## config.mk

```make
export PLATFORM = sky130hd
export DESIGN_NAME = elevator_control
export DESIGN_NICKNAME = d
export VERILOG_FILES = /design/src/rtl/elevator_control.sv
export SDC_FILE = /design/constraint.sdc
export NUM_CORES = 1
export LEC_CHECK = 0
export CORE_UTILIZATION = 27
export CTS_BUF_LIST = sky130_fd_sc_hd__clkbuf_8 sky130_fd_sc_hd__clkbuf_16
export DETAILED_ROUTE_END_ITERATION = 6
export GPL_ROUTABILITY_DRIVEN = 0
export HOLD_SLACK_MARGIN = 0.03
export PLACE_DENSITY = 0.45
export SYNTH_ARGS = -nofsm -noshare
export SYNTH_HDL_FRONTEND = slang
export SYNTH_SLANG_ARGS = --single-unit
```

## constraint.sdc

```tcl
create_clock -name clk -period 6.9 [get_ports clk]
set_input_delay 1.38 -clock clk [delete_from_list [all_inputs] [get_ports clk]]
set_output_delay 1.38 -clock clk [all_outputs]
set_load 0.01 [all_outputs]
```

## src/rtl/elevator_control.sv

```systemverilog
// Four-floor single-car elevator controller that serves latched calls in sweep (SCAN) order.
// Latency: Moore outputs are registered. A call is acted on at the clock edge that first samples it.
// Backpressure: none. Calls are always accepted and held in pending until served.
// Optional build macro IDLE_HOME_EN: an idle car away from floor 0 returns there after IDLE_HOME_CYCLES.
module elevator_control #(
   parameter int FLOOR_TRAVEL_CYCLES = 2,
   parameter int DOOR_OPEN_CYCLES    = 3,
   parameter int IDLE_HOME_CYCLES    = 16
) (
   input  logic       clk,
   input  logic       reset,
   input  logic [3:0] floor_req,
   input  logic       emergency_stop,
   output logic       move_up,
   output logic       move_down,
   output logic       motor_stop,
   output logic [1:0] current_floor
);

   typedef enum logic [2:0] {S_IDLE, S_UP, S_DOWN, S_DOOR, S_EMERG} state_t;

   localparam int TW = $clog2(FLOOR_TRAVEL_CYCLES + 1);
   localparam int DW = $clog2(DOOR_OPEN_CYCLES + 1);

   state_t          r_state, w_state_nxt;
   logic [1:0]      r_floor, w_floor_nxt, w_arr_floor;
   logic [3:0]      r_pending, w_eff, w_clr;
   logic [TW-1:0]   r_travel, w_travel_nxt;
   logic [DW-1:0]   r_door, w_door_nxt;
   logic            r_last_up, w_last_up_nxt;
   logic            r_up, r_dn, r_stop;
   logic            w_up_nxt, w_dn_nxt, w_stop_nxt;
   logic            w_above, w_below, w_beyond, w_at_limit;
   logic            w_travel_done, w_door_done;
   logic            w_homing, w_home_go;

   // Any call strictly above floor f.
   function automatic logic any_above(input logic [3:0] m, input logic [1:0] f);
      logic r;
      r = 1'b0;
      for (int i = 0; i < 4; i++)
         if (i > int'(f)) r = r | m[i];
      return r;
   endfunction

   // Any call strictly below floor f.
   function automatic logic any_below(input logic [3:0] m, input logic [1:0] f);
      logic r;
      r = 1'b0;
      for (int i = 0; i < 4; i++)
         if (i < int'(f)) r = r | m[i];
      return r;
   endfunction

   // A call is acted on in the same cycle it is sampled.
   assign w_eff         = r_pending | floor_req;
   assign w_above       = any_above(w_eff, r_floor);
   assign w_below       = any_below(w_eff, r_floor);
   assign w_travel_done = (r_travel == TW'(FLOOR_TRAVEL_CYCLES - 1));
   assign w_door_done   = (r_door == DW'(DOOR_OPEN_CYCLES - 1));
   assign w_arr_floor   = (r_state == S_UP) ? r_floor + 2'd1 : r_floor - 2'd1;
   assign w_at_limit    = ((r_state == S_UP) && (r_floor == 2'd3)) ||
                          ((r_state == S_DOWN) && (r_floor == 2'd0));
   // A homing sweep keeps going down even though no call lies below it.
   assign w_beyond      = (r_state == S_UP) ? any_above(w_eff, w_arr_floor)
                        : (any_below(w_eff, w_arr_floor) || (w_homing && (w_arr_floor != 2'd0)));

`ifdef IDLE_HOME_EN
   localparam int HW = $clog2(IDLE_HOME_CYCLES + 1);
   logic [HW-1:0] r_idle_cnt;
   logic          r_homing;
   logic          w_idle_empty;

   assign w_idle_empty = (r_state == S_IDLE) && (w_eff == 4'd0) && (r_floor != 2'd0);
   assign w_home_go    = w_idle_empty && (r_idle_cnt == HW'(IDLE_HOME_CYCLES - 1));
   assign w_homing     = r_homing;

   // Count consecutive empty idle cycles; flag the sweep that homing starts.
   always_ff @(posedge clk or negedge reset) begin
      if (!reset) begin
         r_idle_cnt <= '0;
         r_homing   <= 1'b0;
      end else begin
         r_idle_cnt <= (w_idle_empty && !emergency_stop && !w_home_go) ? r_idle_cnt + HW'(1) : '0;
         if (!emergency_stop && w_home_go) r_homing <= 1'b1;
         else if (w_state_nxt != S_DOWN)   r_homing <= 1'b0;
      end
   end
`else
   // Homing is not built in. The parameter only matters when the feature is present.
   assign w_home_go = (IDLE_HOME_CYCLES < 0);
   assign w_homing  = 1'b0;
`endif

   // State, position, call and timer registers, plus registered motor outputs.
   always_ff @(posedge clk or negedge reset) begin
      if (!reset) begin
         r_state   <= S_IDLE;
         r_floor   <= 2'd0;
         r_pending <= 4'd0;
         r_travel  <= '0;
         r_door    <= '0;
         r_last_up <= 1'b1;
         r_up      <= 1'b0;
         r_dn      <= 1'b0;
         r_stop    <= 1'b1;
      end else begin
         r_state   <= w_state_nxt;
         r_floor   <= w_floor_nxt;
         r_pending <= w_eff & ~w_clr;
         r_travel  <= w_travel_nxt;
         r_door    <= w_door_nxt;
         r_last_up <= w_last_up_nxt;
         r_up      <= w_up_nxt;
         r_dn      <= w_dn_nxt;
         r_stop    <= w_stop_nxt;
      end
   end

   // Dispatch, travel, dwell and emergency decisions.
   always_comb begin
      w_state_nxt   = r_state;
      w_floor_nxt   = r_floor;
      w_clr         = 4'd0;
      w_travel_nxt  = r_travel;
      w_door_nxt    = r_door;
      w_last_up_nxt = r_last_up;
      if (emergency_stop) begin
         w_state_nxt  = S_EMERG;
         w_travel_nxt = '0;
         w_door_nxt   = '0;
      end else begin
         case (r_state)
            S_IDLE: begin
               w_travel_nxt = '0;
               w_door_nxt   = '0;
               if (w_eff[r_floor]) begin
                  w_state_nxt     = S_DOOR;
                  w_clr[r_floor]  = 1'b1;
               end else if (w_above && w_below) begin
                  w_state_nxt = r_last_up ? S_UP : S_DOWN;
               end else if (w_above) begin
                  w_state_nxt   = S_UP;
                  w_last_up_nxt = 1'b1;
               end else if (w_below || w_home_go) begin
                  w_state_nxt   = S_DOWN;
                  w_last_up_nxt = 1'b0;
               end
            end
            S_UP, S_DOWN: begin
               if (w_at_limit) begin
                  w_state_nxt  = S_IDLE;
                  w_travel_nxt = '0;
               end else if (!w_travel_done) begin
                  w_travel_nxt = r_travel + TW'(1);
               end else begin
                  // One floor covered: stop if called here, else keep sweeping.
                  w_travel_nxt  = '0;
                  w_floor_nxt   = w_arr_floor;
                  w_last_up_nxt = (r_state == S_UP);
                  if (w_eff[w_arr_floor]) begin
                     w_state_nxt        = S_DOOR;
                     w_door_nxt         = '0;
                     w_clr[w_arr_floor] = 1'b1;
                  end else if (!w_beyond) begin
                     w_state_nxt = S_IDLE;
                  end
               end
            end
            S_DOOR: begin
               // Calls for the floor we are standing at are absorbed by the open door.
               w_clr[r_floor] = 1'b1;
               if (floor_req[r_floor]) begin
                  w_door_nxt = '0;
               end else if (!w_door_done) begin
                  w_door_nxt = r_door + DW'(1);
               end else begin
                  w_door_nxt   = '0;
                  w_travel_nxt = '0;
                  if (r_last_up ? w_above : w_below) begin
                     w_state_nxt = r_last_up ? S_UP : S_DOWN;
                  end else if (r_last_up ? w_below : w_above) begin
                     w_state_nxt   = r_last_up ? S_DOWN : S_UP;
                     w_last_up_nxt = !r_last_up;
                  end else begin
                     w_state_nxt = S_IDLE;
                  end
               end
            end
            default: begin
               w_state_nxt  = S_IDLE;
               w_travel_nxt = '0;
               w_door_nxt   = '0;
            end
         endcase
      end
   end

   // Motor commands decoded from the next state so that the outputs come straight from registers.
   always_comb begin
      w_up_nxt   = (w_state_nxt == S_UP);
      w_dn_nxt   = (w_state_nxt == S_DOWN);
      w_stop_nxt = !((w_state_nxt == S_UP) || (w_state_nxt == S_DOWN));
   end

   assign move_up       = r_up;
   assign move_down     = r_dn;
   assign motor_stop    = r_stop;
   assign current_floor = r_floor;

endmodule

```

==> report_table.html <==
<table>
<tr><th>Metric</th><th>Value</th></tr>
<tr><th colspan="2">Run status</th></tr>
<tr><td>Run status</td><td>finished, final reports clean</td></tr>
<tr><th colspan="2">STA</th></tr>
<tr><td>Worst path setup slack after routing</td><td>3.44 ns</td></tr>
<tr><td>Setup repair after global routing missed its margin</td><td>no</td></tr>
<tr><td>Worst slew margin relative to its limit</td><td>27.9%</td></tr>
<tr><td>Min Clock Period, post-route</td><td>about 3.5 ns</td></tr>
<tr><td>Final Slew Violations</td><td>0</td></tr>
<tr><td>Clock skew after layout</td><td>0.00458 ns</td></tr>
<tr><td>Worst Tran Pin Value</td><td>about 1.1 ns</td></tr>
<tr><td>Number of endpoints failing setup at the final stage</td><td>0</td></tr>
<tr><td>Period utilization</td><td>~50%</td></tr>
<tr><td>Highest clock rate</td><td>0.289 GHz</td></tr>
<tr><td>Number of endpoints with negative hold slack in the final report</td><td>0</td></tr>
<tr><td>Setup TNS</td><td>0 ns</td></tr>
<tr><th colspan="2">Run</th></tr>
<tr><td>Maximum capacitance violations</td><td>0</td></tr>
<tr><th colspan="2">Setup path</th></tr>
<tr><td>Nature of the critical path startpoint</td><td>primary input</td></tr>
<tr><td>Cell family with most CP delay</td><td>compound AO/OA/AOI/OAI gates</td></tr>
<tr><td>Critical path start-end classification</td><td>in2reg</td></tr>
<tr><td>Peak per-stage delay on the critical path</td><td>approximately 0.88 ns</td></tr>
<tr><td>Depth of the most critical reg-to-reg path</td><td>8</td></tr>
<tr><td>Critical-path maximum fanout</td><td>6</td></tr>
<tr><td>Worst setup slack for register-to-register paths</td><td>4.07 ns</td></tr>
<tr><td>Worst endpoint data arrival time</td><td>3.62 ns</td></tr>
<tr><td>Reg-to-reg critical path startpoint</td><td>current_floor[0]</td></tr>
<tr><td>Required time worst endpoint</td><td>~7 ns</td></tr>
<tr><td>Number of buffers and inverters on the critical path</td><td>1</td></tr>
<tr><td>Worst reg2reg path endpoint</td><td>r_pending[2]</td></tr>
<tr><td>Cells traversed along the worst timing path</td><td>clkdlybuf4s50_1 -&gt; nor2_1 -&gt; o311ai_0 -&gt; nand2_1 -&gt; a21oi_1 -&gt; a311oi_1 -&gt; nor4_1</td></tr>
<tr><td>Stages on the worst setup path</td><td>7</td></tr>
<tr><td>Cell at the slowest stage of the critical path</td><td>sky130_fd_sc_hd__o311ai_0</td></tr>
<tr><td>Kind of end point of the critical path</td><td>flip-flop</td></tr>
<tr><td>Crit path launch</td><td>floor_req[2]</td></tr>
<tr><th colspan="2">Cells and area</th></tr>
<tr><td>Final-stage net count</td><td>about 150</td></tr>
<tr><td>Layout Cells excl Fill</td><td>roughly 190</td></tr>
<tr><td>Area added between synthesis and finish</td><td>17.1%</td></tr>
<tr><td>Ant diodes</td><td>0</td></tr>
<tr><td>Footprint of the flip-flops and latches</td><td>428 µm²</td></tr>
<tr><td>Area of the multi-input gates</td><td>751 µm²</td></tr>
<tr><td>Final core occ</td><td>34.1%</td></tr>
<tr><td>Proportion of layout cells with a drive suffix above 1</td><td>13.0%</td></tr>
<tr><td>Number of inserted filler cells in the final layout</td><td>450</td></tr>
<tr><td>Final design area excluding fillers</td><td>about 1400 µm²</td></tr>
<tr><th colspan="2">Place</th></tr>
<tr><td>Port Buf Inserts</td><td>11</td></tr>
<tr><td>Half-perimeter wire length after detailed placement</td><td>2400 µm</td></tr>
<tr><td>Total placed instance area</td><td>~1400 µm²</td></tr>
<tr><td>Placed instance count</td><td>between 150 and 200</td></tr>
<tr><td>Pre-CTS setup slack</td><td>3.19 ns</td></tr>
<tr><th colspan="2">Drt</th></tr>
<tr><td>Count of nets left with antenna violations after detail routing</td><td>0</td></tr>
<tr><td>DRT Pass-1 Iters</td><td>4</td></tr>
<tr><td>Vias per Instance</td><td>5.85</td></tr>
<tr><td>Avg WL per Cell</td><td>between 15 and 20 µm</td></tr>
<tr><td>Detailed-route DRC error count</td><td>0</td></tr>
<tr><td>Starting DRC count in detailed routing</td><td>70</td></tr>
<tr><td>Drt total wl</td><td>roughly 3200 µm</td></tr>
<tr><td>Count of vias placed by the detailed router</td><td>1099</td></tr>
<tr><th colspan="2">Floorplanning</th></tr>
<tr><td>Effective utilization at floorplan</td><td>between 20 and 30%</td></tr>
<tr><td>DIE AREA</td><td>4740 µm²</td></tr>
<tr><td>Vert. Die Dim</td><td>68.8 µm</td></tr>
<tr><td>Core area</td><td>4140 µm²</td></tr>
<tr><td>Die Width</td><td>between 60 and 70 µm</td></tr>
<tr><td>Row count</td><td>23</td></tr>
<tr><td>I/O pin cnt</td><td>12</td></tr>
<tr><th colspan="2">Logic synthesis</th></tr>
<tr><td>Synthesis warning total</td><td>0</td></tr>
<tr><td>Synth top area cells</td><td>sky130_fd_sc_hd__dfrtp_1, sky130_fd_sc_hd__a21oi_1, sky130_fd_sc_hd__ha_1</td></tr>
<tr><td>Top cell types by occurrence after synthesis</td><td>sky130_fd_sc_hd__dfrtp_1, sky130_fd_sc_hd__a21oi_1, sky130_fd_sc_hd__nor2_1, sky130_fd_sc_hd__nand2_1</td></tr>
<tr><td>Post-Syn Instances</td><td>126</td></tr>
<tr><td>Sequential fraction of the synthesis area</td><td>35.5%</td></tr>
<tr><td>Combined area of all synthesized cells</td><td>1210 µm²</td></tr>
<tr><td>Async SR Flop Fraction</td><td>100%</td></tr>
<tr><td>Count of flip-flops with a built-in enable after synthesis</td><td>0</td></tr>
<tr><td>Leading register cell type out of synthesis</td><td>sky130_fd_sc_hd__dfrtp_1</td></tr>
<tr><td>Most common cell in the netlist</td><td>sky130_fd_sc_hd__dfrtp_1</td></tr>
<tr><td>Number of flip-flops and latches in the synthesized netlist</td><td>17</td></tr>
<tr><td>Synth unique cells</td><td>between 40 and 50</td></tr>
<tr><td>Fraction of post-synthesis cell area in the top cell type by area</td><td>between 30 and 40%</td></tr>
<tr><td>Cell type with the largest total area after synthesis</td><td>sky130_fd_sc_hd__dfrtp_1</td></tr>
<tr><td>Net count after synthesis</td><td>138</td></tr>
<tr><td>Post-synthesis area per instance</td><td>between 9 and 10 µm²</td></tr>
<tr><th colspan="2">Global route</th></tr>
<tr><td>Initial antenna violation count</td><td>0</td></tr>
<tr><td>Overall overflow remaining after global route</td><td>0</td></tr>
<tr><td>Via count of the first global-routing pass</td><td>1079</td></tr>
<tr><td>GRT Overall Usage</td><td>15.6%</td></tr>
<tr><td>First-pass GRT wire length</td><td>5210 µm</td></tr>
<tr><td>Pin count of the biggest net entering global routing</td><td>18</td></tr>
<tr><th colspan="2">Clocking</th></tr>
<tr><td>Clock tree from TritonCTS</td><td>built</td></tr>
<tr><td>Number of buffers created by CTS</td><td>3</td></tr>
<tr><td>Clk slew on worst S/H paths</td><td>0.07 ns</td></tr>
<tr><td>CTS HTree Levels</td><td>1</td></tr>
<tr><td>Buffer depth of the longest clock path</td><td>2</td></tr>
<tr><td>Postcts setup bufs</td><td>0</td></tr>
<tr><td>Clock sink total</td><td>17</td></tr>
<tr><td>Buffer type at the clock tree root</td><td>sky130_fd_sc_hd__clkbuf_8</td></tr>
<tr><td>Cts hold-fix bufs</td><td>0</td></tr>
<tr><td>Number of gates resized after cts</td><td>0</td></tr>
<tr><td>Clock Latency Late Sink</td><td>between 0.2 and 0.3 ns</td></tr>
<tr><th colspan="2">Hold path</th></tr>
<tr><td>Cell count of the worst hold path</td><td>2</td></tr>
<tr><td>Capture endpoint of the worst hold path</td><td>r_last_up</td></tr>
<tr><td>Worst hold-check path type</td><td>reg2reg</td></tr>
<tr><td>Worst Hold Launch</td><td>r_last_up</td></tr>
<tr><th colspan="2">Pwr</th></tr>
<tr><td>VDD IR max</td><td>0.0000712 V</td></tr>
<tr><td>Leakage power total</td><td>0.000560 µW</td></tr>
<tr><td>Power density relative to cell area</td><td>167 nW/µm²</td></tr>
</table>
[routing by layer]
layer  vias up  GRT usage, %  routed length, µm
met5         -             0                  0
met4         0          6.38                 71
met3         7          2.96                185
met2        43          25.7               1530
met1       543          19.9               1430
li1        506             -                  -
[cell usage in the layout, fill, tap and decap left out, types with 2 or more instances in the layout]
cell / synthesis / layout
sky130_fd_sc_hd__or2_2: 3 / 3
sky130_fd_sc_hd__a21oi_1: 13 / 13
sky130_fd_sc_hd__or3b_2: 2 / 2
sky130_fd_sc_hd__nor3_1: 2 / 2
sky130_fd_sc_hd__nor2b_1: 3 / 3
sky130_fd_sc_hd__nand2_1: 9 / 9
sky130_fd_sc_hd__ha_1: 5 / 5
sky130_fd_sc_hd__o21ai_0: 5 / 5
sky130_fd_sc_hd__xnor2_1: 4 / 4
sky130_fd_sc_hd__inv_1: 4 / 4
sky130_fd_sc_hd__a221oi_1: 2 / 2
sky130_fd_sc_hd__o21bai_1: 3 / 3
sky130_fd_sc_hd__and3b_1: 2 / 2
sky130_fd_sc_hd__o22ai_1: 2 / 2
sky130_fd_sc_hd__and3_1: 2 / 2
sky130_fd_sc_hd__nor4_1: 3 / 3
sky130_fd_sc_hd__o41ai_1: 2 / 2
sky130_fd_sc_hd__clkbuf_8: 0 / 3
sky130_fd_sc_hd__a311oi_1: 2 / 2
sky130_fd_sc_hd__dfstp_2: 2 / 2
sky130_fd_sc_hd__clkdlybuf4s50_1: 0 / 11
sky130_fd_sc_hd__nand3_1: 3 / 3
sky130_fd_sc_hd__dfrtp_1: 15 / 15
sky130_fd_sc_hd__mux4_2: 2 / 2
sky130_fd_sc_hd__nor2_1: 11 / 11
[state kept, by name, summed over array words and instances (netlist names)]
signal,cells
r_pending,4
r_state,3
current_floor,2
r_door,2
r_travel,2
motor_stop,1
move_down,1
move_up,1
r_last_up,1
[report_power, final]
group / switching [µW] / internal (µW)
Combinational: 25.4 / 20.4
Sequential: 7.48 / 105
Clock: 36.8 / 40.2
[kinds of logic after synthesis]
group,after synthesis,share of synthesized area [%]
AO/OA/AOI/OAI,40,22.7
multiplexers,4,6.85
buffers and inverters,7,2.28
AND/OR/NAND/NOR,48,23.9
XOR/XNOR,5,3.63
adder cells (fa/ha/maj),5,5.19
flip-flops,17,35.5
[stage by stage]
step	hold slack, ns	total power (µW)
after global routing	0.563	247
after global placement	0.498	160
after floorplan	0.477	142
after detailed placement	0.504	160
after CTS	0.514	238
final	0.510	236
[area by class of cell]
class                      count  share of cell area [%]
tap                           50                    4.43
inverter                       4                    1.06
clock inverter                 1                   0.354
timing repair buffer          11                    7.79
clock buffer                   3                    2.92
multi-input combinational    102                    53.1
sequential                    17                    30.3
[worst min-delay path, cell delays in order (launching register included)]
cell and delay (ns):
sky130_fd_sc_hd__dfstp_2 0.39, sky130_fd_sc_hd__o41ai_1 0.06, sky130_fd_sc_hd__o41ai_1 0.06
[how the worst max path moves through the flow]
stage / end / slack [ns]
after floorplan: r_last_up / 3.82
after global placement: move_down / 3.21
after detailed placement: r_last_up / 3.19
after CTS: r_last_up / 3.46
after global routing: move_up / 3.15
final: move_up / 3.44
No activity file was read; power rests on OpenSTA's default activity.
